`src/rtl/cpu_ctrl_if.sv`:
```
// Handshake and status bundle between the core control FSM and the rest of the core.
interface cpu_ctrl_if;
  // Instruction fetch handshake
  logic        ifu_req;
  logic        ifu_ack;
  logic        inst_en;
  // Decoder class flags
  logic        dec_is_load;
  logic        dec_is_store;
  logic        dec_is_ebreak;
  logic        dec_is_inv;
  // Load/store unit handshake
  logic        lsu_req;
  logic        lsu_wen;
  logic        lsu_ack;
  // Writeback strobes
  logic        rf_wen;
  logic        pc_wen;
  // Status
  logic        halt;
  logic [1:0]  halt_code;
  logic [63:0] cycle_cnt;
  logic [63:0] instret_cnt;
  logic [2:0]  state_o;

  modport master (
    output ifu_req, inst_en, lsu_req, lsu_wen, rf_wen, pc_wen,
    output halt, halt_code, cycle_cnt, instret_cnt, state_o,
    input  ifu_ack, lsu_ack, dec_is_load, dec_is_store, dec_is_ebreak, dec_is_inv
  );

  modport slave (
    input  ifu_req, inst_en, lsu_req, lsu_wen, rf_wen, pc_wen,
    input  halt, halt_code, cycle_cnt, instret_cnt, state_o,
    output ifu_ack, lsu_ack, dec_is_load, dec_is_store, dec_is_ebreak, dec_is_inv
  );
endinterface

```
`src/rtl/cpu_ctrl_fsm.sv`:
```
// Multi-cycle core sequencer: IDLE -> FETCH -> DECODE -> [MEM] -> WB, with a bus-wait
// timeout and an absorbing HALT state that records why the core stopped.
module cpu_ctrl_fsm #(
  parameter int unsigned TIMEOUT_CYCLES = 255
) (
  input  logic          clk,
  input  logic          rst,
  cpu_ctrl_if.master    bus
);

  typedef enum logic [2:0] {
    StIdle   = 3'd0,
    StFetch  = 3'd1,
    StDecode = 3'd2,
    StMem    = 3'd3,
    StWb     = 3'd4,
    StHalt   = 3'd5
  } state_e;

  // Wait counter value during the last cycle an ack is still accepted.
  localparam logic [15:0] WaitLast = 16'(TIMEOUT_CYCLES - 1);

  localparam logic [1:0] CodeEbreak  = 2'b01;
  localparam logic [1:0] CodeInvalid = 2'b10;
  localparam logic [1:0] CodeTimeout = 2'b11;

  state_e      state_q;
  logic [15:0] wait_q;
  logic        store_q;
  logic        halt_q;
  logic [1:0]  halt_code_q;
  logic [63:0] cycle_q;
  logic [63:0] instret_q;

  logic        dec_invalid;
  assign dec_invalid = bus.dec_is_inv | (bus.dec_is_load & bus.dec_is_store);

  // Sequencer state, wait timer, store flag, halt cause and counters.
  always_ff @(posedge clk or posedge rst) begin
    if (rst) begin
      state_q     <= StIdle;
      wait_q      <= '0;
      store_q     <= 1'b0;
      halt_q      <= 1'b0;
      halt_code_q <= 2'b00;
      cycle_q     <= '0;
      instret_q   <= '0;
    end else begin
      if (state_q != StHalt) begin
        cycle_q <= cycle_q + 64'd1;
      end
      unique case (state_q)
        StIdle: begin
          state_q <= StFetch;
          wait_q  <= '0;
        end
        StFetch: begin
          // An ack on the final allowed cycle wins over the timeout.
          if (bus.ifu_ack) begin
            state_q <= StDecode;
          end else if (wait_q == WaitLast) begin
            state_q     <= StHalt;
            halt_q      <= 1'b1;
            halt_code_q <= CodeTimeout;
          end else begin
            wait_q <= wait_q + 16'd1;
          end
        end
        StDecode: begin
          store_q <= bus.dec_is_store;
          if (dec_invalid) begin
            state_q     <= StHalt;
            halt_q      <= 1'b1;
            halt_code_q <= CodeInvalid;
          end else if (bus.dec_is_ebreak) begin
            // ebreak retires even though the core stops.
            state_q     <= StHalt;
            halt_q      <= 1'b1;
            halt_code_q <= CodeEbreak;
            instret_q   <= instret_q + 64'd1;
          end else if (bus.dec_is_load | bus.dec_is_store) begin
            state_q <= StMem;
            wait_q  <= '0;
          end else begin
            state_q <= StWb;
          end
        end
        StMem: begin
          if (bus.lsu_ack) begin
            state_q <= StWb;
          end else if (wait_q == WaitLast) begin
            state_q     <= StHalt;
            halt_q      <= 1'b1;
            halt_code_q <= CodeTimeout;
          end else begin
            wait_q <= wait_q + 16'd1;
          end
        end
        StWb: begin
          state_q   <= StFetch;
          wait_q    <= '0;
          instret_q <= instret_q + 64'd1;
        end
        StHalt: begin
          state_q <= StHalt;
        end
        default: begin
          state_q <= StIdle;
        end
      endcase
    end
  end

  // Requests and strobes decode straight from the current state; reset clears them at once.
  assign bus.ifu_req     = (state_q == StFetch);
  assign bus.inst_en     = (state_q == StFetch) & bus.ifu_ack;
  assign bus.lsu_req     = (state_q == StMem);
  assign bus.lsu_wen     = (state_q == StMem) & store_q;
  assign bus.pc_wen      = (state_q == StWb);
  assign bus.rf_wen      = (state_q == StWb) & ~store_q;
  assign bus.halt        = halt_q;
  assign bus.halt_code   = halt_code_q;
  assign bus.cycle_cnt   = cycle_q;
  assign bus.instret_cnt = instret_q;
  assign bus.state_o     = state_q;

endmodule

```
`src/flat_wrapper.sv`:
```
// flat-port wrapper written by rule: the top's interface ports become plain ports
module cpu_ctrl_fsm_flat 
#(
  parameter int unsigned TIMEOUT_CYCLES = 255
)
  (clk, rst, bus_ifu_req, bus_inst_en, bus_lsu_req, bus_lsu_wen, bus_rf_wen, bus_pc_wen, bus_halt, bus_halt_code, bus_cycle_cnt, bus_instret_cnt, bus_state_o, bus_ifu_ack, bus_lsu_ack, bus_dec_is_load, bus_dec_is_store, bus_dec_is_ebreak, bus_dec_is_inv);
  cpu_ctrl_if bus_i ();
  input  logic clk;
  input  logic rst;
  output wire logic [$bits(bus_i.ifu_req)-1:0] bus_ifu_req;
  output wire logic [$bits(bus_i.inst_en)-1:0] bus_inst_en;
  output wire logic [$bits(bus_i.lsu_req)-1:0] bus_lsu_req;
  output wire logic [$bits(bus_i.lsu_wen)-1:0] bus_lsu_wen;
  output wire logic [$bits(bus_i.rf_wen)-1:0] bus_rf_wen;
  output wire logic [$bits(bus_i.pc_wen)-1:0] bus_pc_wen;
  output wire logic [$bits(bus_i.halt)-1:0] bus_halt;
  output wire logic [$bits(bus_i.halt_code)-1:0] bus_halt_code;
  output wire logic [$bits(bus_i.cycle_cnt)-1:0] bus_cycle_cnt;
  output wire logic [$bits(bus_i.instret_cnt)-1:0] bus_instret_cnt;
  output wire logic [$bits(bus_i.state_o)-1:0] bus_state_o;
  input wire logic [$bits(bus_i.ifu_ack)-1:0] bus_ifu_ack;
  input wire logic [$bits(bus_i.lsu_ack)-1:0] bus_lsu_ack;
  input wire logic [$bits(bus_i.dec_is_load)-1:0] bus_dec_is_load;
  input wire logic [$bits(bus_i.dec_is_store)-1:0] bus_dec_is_store;
  input wire logic [$bits(bus_i.dec_is_ebreak)-1:0] bus_dec_is_ebreak;
  input wire logic [$bits(bus_i.dec_is_inv)-1:0] bus_dec_is_inv;
  assign bus_ifu_req = bus_i.ifu_req;
  assign bus_inst_en = bus_i.inst_en;
  assign bus_lsu_req = bus_i.lsu_req;
  assign bus_lsu_wen = bus_i.lsu_wen;
  assign bus_rf_wen = bus_i.rf_wen;
  assign bus_pc_wen = bus_i.pc_wen;
  assign bus_halt = bus_i.halt;
  assign bus_halt_code = bus_i.halt_code;
  assign bus_cycle_cnt = bus_i.cycle_cnt;
  assign bus_instret_cnt = bus_i.instret_cnt;
  assign bus_state_o = bus_i.state_o;
  assign bus_i.ifu_ack = bus_ifu_ack;
  assign bus_i.lsu_ack = bus_lsu_ack;
  assign bus_i.dec_is_load = bus_dec_is_load;
  assign bus_i.dec_is_store = bus_dec_is_store;
  assign bus_i.dec_is_ebreak = bus_dec_is_ebreak;
  assign bus_i.dec_is_inv = bus_dec_is_inv;
  cpu_ctrl_fsm #(.TIMEOUT_CYCLES(TIMEOUT_CYCLES)) u_core (.clk(clk), .rst(rst), .bus(bus_i));
endmodule
```
`config.mk`:
```
export PLATFORM = sky130hd
export DESIGN_NAME = cpu_ctrl_fsm_flat
export DESIGN_NICKNAME = d
export VERILOG_FILES = /design/src/rtl/cpu_ctrl_if.sv /design/src/rtl/cpu_ctrl_fsm.sv /design/src/flat_wrapper.sv
export SDC_FILE = /design/constraint.sdc
export NUM_CORES = 1
export LEC_CHECK = 0
export CELL_PAD_IN_SITES_DETAIL_PLACEMENT = 1
export CELL_PAD_IN_SITES_GLOBAL_PLACEMENT = 1
export CORE_MARGIN = 2
export CORE_UTILIZATION = 41
export CTS_BUF_LIST = sky130_fd_sc_hd__clkbuf_8
export CTS_CLUSTER_DIAMETER = 80
export DETAILED_ROUTE_END_ITERATION = 10
export PLACE_DENSITY_LB_ADDON = 0.1
export SLEW_MARGIN = 20
export SYNTH_ARGS = -nofsm -noshare
export SYNTH_HDL_FRONTEND = slang
export SYNTH_SLANG_ARGS = --single-unit
```
`constraint.sdc`:
```
create_clock -name clk -period 6.1 [get_ports clk]
set_input_delay 0.915 -clock clk [delete_from_list [all_inputs] [get_ports clk]]
set_output_delay 0.915 -clock clk [all_outputs]
set_load 0.05 [all_outputs]
```
After elaboration in Yosys (flattened, before gate mapping). Cells that the tools add are included.

Eq/ne operators: 14. Reduce and logical (&&, ||, !) cells: 8. Add/sub/neg operators: 3. Bitwise logic cells: 7. Muxes and demuxes: 29.

Operator list (count): $add A64 B1 Y64 const B (2); $mux W64 (2); $pmux W64 S2 (1); $mux W16 (6); $pmux W16 S4 (1); $mux W3 (6); $add A16 B1 Y16 const B (1); $eq A16 B8 Y1 const B (1); $pmux W3 S5 (1); $mux W2 (5); $ne A2 B2 Y1 const B (5); $eq A3 B2 Y1 const B (2); $eq A3 B3 Y1 const B (2); $pmux W2 S3 (1); $reduce_and A6 Y1 (1); $mux W1 (5); $and A1 B1 Y1 (4); $reduce_and A4 Y1 (1); $reduce_bool A4 Y1 (1); $eq A3 B1 Y1 const B (1); $logic_not A3 Y1 (1); $ne A3 B2 Y1 const B (1); $ne A3 B3 Y1 const B (1); $pmux W1 S3 (1); 7 further kinds (8).

Input bits: 8. Flip-flop bits (word level): 151.

Depth between registers and ports, before layout.
Depth in word-level cells: 5. Gate-level depth with buffers: 9. Gate-level depth less buffers: 7.

Worst setup path before layout. Ideal clock, no wire load.

Kind: register -> output. Start point: reg u_core.state_q[1], in the netlist u_core.bus.state_o[1]. End point: out bus_rf_wen. Arrival: 2.921 ns. Data required time: 5.185 ns. Setup slack: 2.264 ns. Stages on the path, launching flop included: 4. Cells stage by stage: dfrtp_1 -> buf_2 -> nor3b_1 -> nor2b_1.

Word-level cells in the longest chain between the ends: 2.

Ends and longest elaborated chain: from (decl) (RTL line cpu_ctrl_fsm.sv:27) `state_e state_q;`; from (signal assigned) (RTL line cpu_ctrl_fsm.sv:41) `state_q <= StIdle;`; from (signal assigned) (RTL line cpu_ctrl_fsm.sv:54) `state_q <= StFetch;`; from (signal assigned) (RTL line cpu_ctrl_fsm.sv:60) `state_q <= StDecode;`; $eq A3 B3 Y1; named net bus_pc_wen (RTL line flat_wrapper.sv:15) `output wire logic [$bits(bus_i.pc_wen)-1:0] bus_pc_wen;`; $and A1 B1 Y1 (RTL line cpu_ctrl_fsm.sv:120) `assign bus.rf_wen = (state_q == StWb) & ~store_q;`; to (decl) (RTL line flat_wrapper.sv:14) `output wire logic [$bits(bus_i.rf_wen)-1:0] bus_rf_wen;`.

The timed path passes the listed nets, and every way through them passes these cells.

Final worst setup path.
Start point: in bus_dec_is_load. End point: reg u_core.instret_q[57], in the netlist u_core.bus.instret_cnt[57].

Word-level cells in the longest chain between the ends: 4.

Ends and longest elaborated chain: from (decl) (RTL line flat_wrapper.sv:23) `input wire logic [$bits(bus_i.dec_is_load)-1:0] bus_dec_is_load;`; $and A1 B1 Y1 (RTL line cpu_ctrl_fsm.sv:36) `assign dec_invalid = bus.dec_is_inv | (bus.dec_is_load & bus.dec_is_store);`; $or A1 B1 Y1 (RTL line cpu_ctrl_fsm.sv:36); $ne A2 B2 Y1 (no source line); $reduce_and A3 Y1 (no source line); to (signal assigned) (RTL line cpu_ctrl_fsm.sv:80) `instret_q <= instret_q + 64'd1;`; to (signal assigned) (RTL line cpu_ctrl_fsm.sv:102) `instret_q <= instret_q + 64'd1;`; to (decl) (RTL line cpu_ctrl_fsm.sv:33) `logic [63:0] instret_q;`.

Every way passes these cells. A chain may end at the register's enable or synchronous reset.

==> flow_metrics.py <==
metrics = {
    "run_status": {
        "status": "completed",
    },
    "place": {
        "dp_hpwl_mm": 14.2,
        "gp_congestion": 0.821,
        "portBuffers": 147,
    },
    "timing": {
        "whs_ps": 491,
        "setup_violations": 0,
        "tightest_slew_ps": 936,
        "grt_setup_unrepaired": "false",
        "final.min_clock_period_ps": 3560,
        "fmax_ghz": 0.281,
        "fin_tns_setup_ps": 0,
        "slew_viol_final": 0,
        "finalHoldViolCount": 0,
        "relSlewSlack_pct": 37.0,
        "skew_ps": 14.2,
        "period_share_pct": 58.4,
    },
    "die": {
        "die_x_um": 137,
        "start_util_pct": 42.0,
        "core.rowCount": 48,
        "io_pins": 148,
        "die_h_um": 137,
        "die_area_mm2": 0.0189,
        "fp.coreArea_mm2": 0.0174,
    },
    "detailed_routing": {
        "num_vias": 6071,
        "drt_pre_antenna_iters": 4,
        "drc": 0,
        "wl_per_cell_um": 18.1,
        "wl_mm": 19.8,
        "postRouteAntennaNets": 0,
        "drtIter0Drc": 291,
        "viasPerCell": 5.56,
    },
    "clock_network": {
        "postCtsHoldBufs": 0,
        "cts_made_buffers": 17,
        "cts.path.max_buffers": 2,
        "cts_sinks": 151,
        "postCtsSetupRepairBufs": 0,
        "h-tree-depth": 4,
        "clk_latency_ps": 450,
        "cts-root-buf": "clkbuf_8",
        "cts_resized": 0,
        "clkTransAtPathRegs_ps": 80,
        "cts_tree": "yes",
    },
    "synthesis": {
        "synth_top_area_share_pct": 51.8,
        "synthCells": 701,
        "synth_edf_count": 0,
        "syn_nets": 713,
        "netlist_area_mm2": 0.00730,
        "ys_async_sr_fraction_pct": 100,
        "ys_ff_latch": 151,
        "seq_area_frac_synth_pct": 51.8,
        "yosysWarnings": 0,
        "synth_area_leader_cell": "dfrtp_1",
        "avgSynthCellArea_um2": 10.4,
        "yosysUniqueCellTypes": 56,
        "synth.area.top_cells": "dfrtp_1, xor2_1, xnor2_1",
        "synth_ff_type": "dfrtp_1",
    },
    "global_route": {
        "use_met3_pct": 4.45,
        "grt.busiest_layer": "met2",
        "gr-usage-all-layers_pct": 21.8,
        "grt_pass1_vias": 6368,
        "antenna_found_initial": 0,
        "grt_use_met2_pct": 36.3,
        "globalRouteMet1Util_pct": 28.7,
        "grt_pass1_wl_mm": 32.6,
        "grt_overflow": 0,
        "grt_max_degree": 111,
    },
    "setup_path": {
        "cp-start-kind": "primary input",
        "path_buf_inv": 1,
        "r2r_start": "u_core.bus.state_o[2]",
        "cp_slowest_cell": "nand4_1",
        "crit_type": "primary input to register",
        "crit_fanout": 17,
        "cp.required_ps": 6480,
        "crit_path_max_incr_delay_ps": 820,
        "crit_path_start": "bus_dec_is_load",
        "crit_arrival_ps": 3940,
        "cp_cell_sequence": "clkdlybuf4s50_1, a21oi_1, o22a_1, nand4_1, nor4_1, xor2_1",
        "critical-path-top-delay-family": "simple AND/OR/NAND/NOR gates",
        "cp-end-kind": "register",
    },
    "power": {
        "power.density_mw_per_mm2": 195,
        "p_leak_nw": 4.17,
        "total_power_mw": 1.83,
        "ir_drop_mv": 0.126,
    },
    "hold_path": {
        "hp-start": "u_core.wait_q[7]",
        "hold_path_class": "register to register",
    },
    "layout": {
        "nets": 865,
        "synthToLayoutAreaGrowth_pct": 28.7,
        "drive_above_1_share_pct": 5.89,
        "n_antenna_cell": 0,
    },
    "run": {
        "maxCapViolations": 0,
    },
}
==> registers in the layout (all words and copies together) (netlist names) <==
register / cells
u_core.bus.cycle_cnt: 64
u_core.wait_q: 16
u_core.bus.state_o: 3
u_core.bus.instret_cnt: 64
u_core.bus.halt: 1
u_core.store_q: 1
u_core.bus.halt_code: 2
==> metrics by stage <==
| step | utilization (%) | setup WS [ps] | cell area [um^2] | cells |
|---|---|---|---|---|
| 6_report | 54.1 | 2540 | 9390 | 1091 |
| 3_3_place_gp | 51.7 | 2130 | 8980 | 1059 |
| 2_1_floorplan | - | 1120 | 7300 | 701 |
| 4_1_cts | 54.1 | 2530 | 9390 | 1091 |
| 5_1_grt | 54.1 | 2280 | 9390 | 1091 |
| 3_5_place_dp | 51.7 | 2070 | 8980 | 1059 |
==> final cells by class <==
type                       count  area [um^2]
fill                        1911         7970
clock buffer                  18          248
sequential                   151         3780
inverter                      23         93.8
timing repair buffer         149         1490
tap                          225          282
multi-input combinational    511         3340
clock inverter                14          159
==> power breakdown <==
group	switching [mW]	internal, mW	total [mW]	leakage (nW)
combinational	0.0238	0.00627	0.0300	1.97
sequential	0	1.00	1.00	2.00
clock	0.389	0.412	0.801	0.211
total	0.413	1.42	1.83	4.17
==> layout by cell type (no fill, tap or decap), drive strengths merged, types with 3 or more instances in the layout <==
master         instances
xor2                  66
xnor2                 61
or4                    8
o21ai                 13
ha                     4
and2                   3
dfrtp                151
and4                  11
inv                   26
and3                  13
or3                    9
o31ai                  6
a31oi                  3
nand4                 41
nand2                 64
clkbuf                18
nor4                  22
nand3                 52
clkdlybuf4s50        147
nor4b                  4
bufinv                 3
clkinv                 6
a21oi                 14
o22a                   3
nor3                  40
nor2                  47
==> cells by family after synthesis <==
logic type,Yosys count,synth area share [%]
buffers and inverters,39,2.40
DFF,151,51.8
AOI/OAI and AO/OA,51,4.39
and+or+nand+nor,328,25.3
xor gates and xnor gates,127,15.2
adders and majority gates,4,0.686
muxes,1,0.154
==> path summary, 6_finish.rpt <==
| kind | depth (start not counted) | slack (ps) | to |
|---|---|---|---|
| max | 6 | 2540 | u_core.bus.instret_cnt[57] |
| min | 1 | 490 | u_core.wait_q[7] |
| max reg2reg | 5 | 2670 | u_core.bus.instret_cnt[57] |
| min reg2reg | 1 | 490 | u_core.wait_q[7] |
| max in group asynchronous | 3 | 4010 | u_core.bus.cycle_cnt[11] |
| min in group asynchronous | 2 | 1020 | u_core.bus.instret_cnt[23] |
==> cell usage after synthesis (3+ instances only) <==
master / n
a21oi_1: 14
a31oi_1: 3
and2_1: 3
and3_1: 13
and4_1: 11
buf_2: 5
buf_6: 3
clkbuf_1: 8
dfrtp_1: 151
ha_1: 4
inv_1: 23
nand2_1: 64
nand3_1: 52
nand4_1: 39
nor2_1: 46
nor3_1: 39
nor4_1: 18
o21ai_0: 12
o22a_1: 3
o31ai_1: 6
or3_1: 8
or4_1: 7
xnor2_1: 61
xor2_1: 66
==> metal layers <==
layer | vias up | wire length, um
met1 | 3127 | 8810
met5 | - | 0
li1 | 2786 | -
met2 | 134 | 9810
met4 | 0 | 339
met3 | 24 | 784
(Power assumes the default switching activity.)
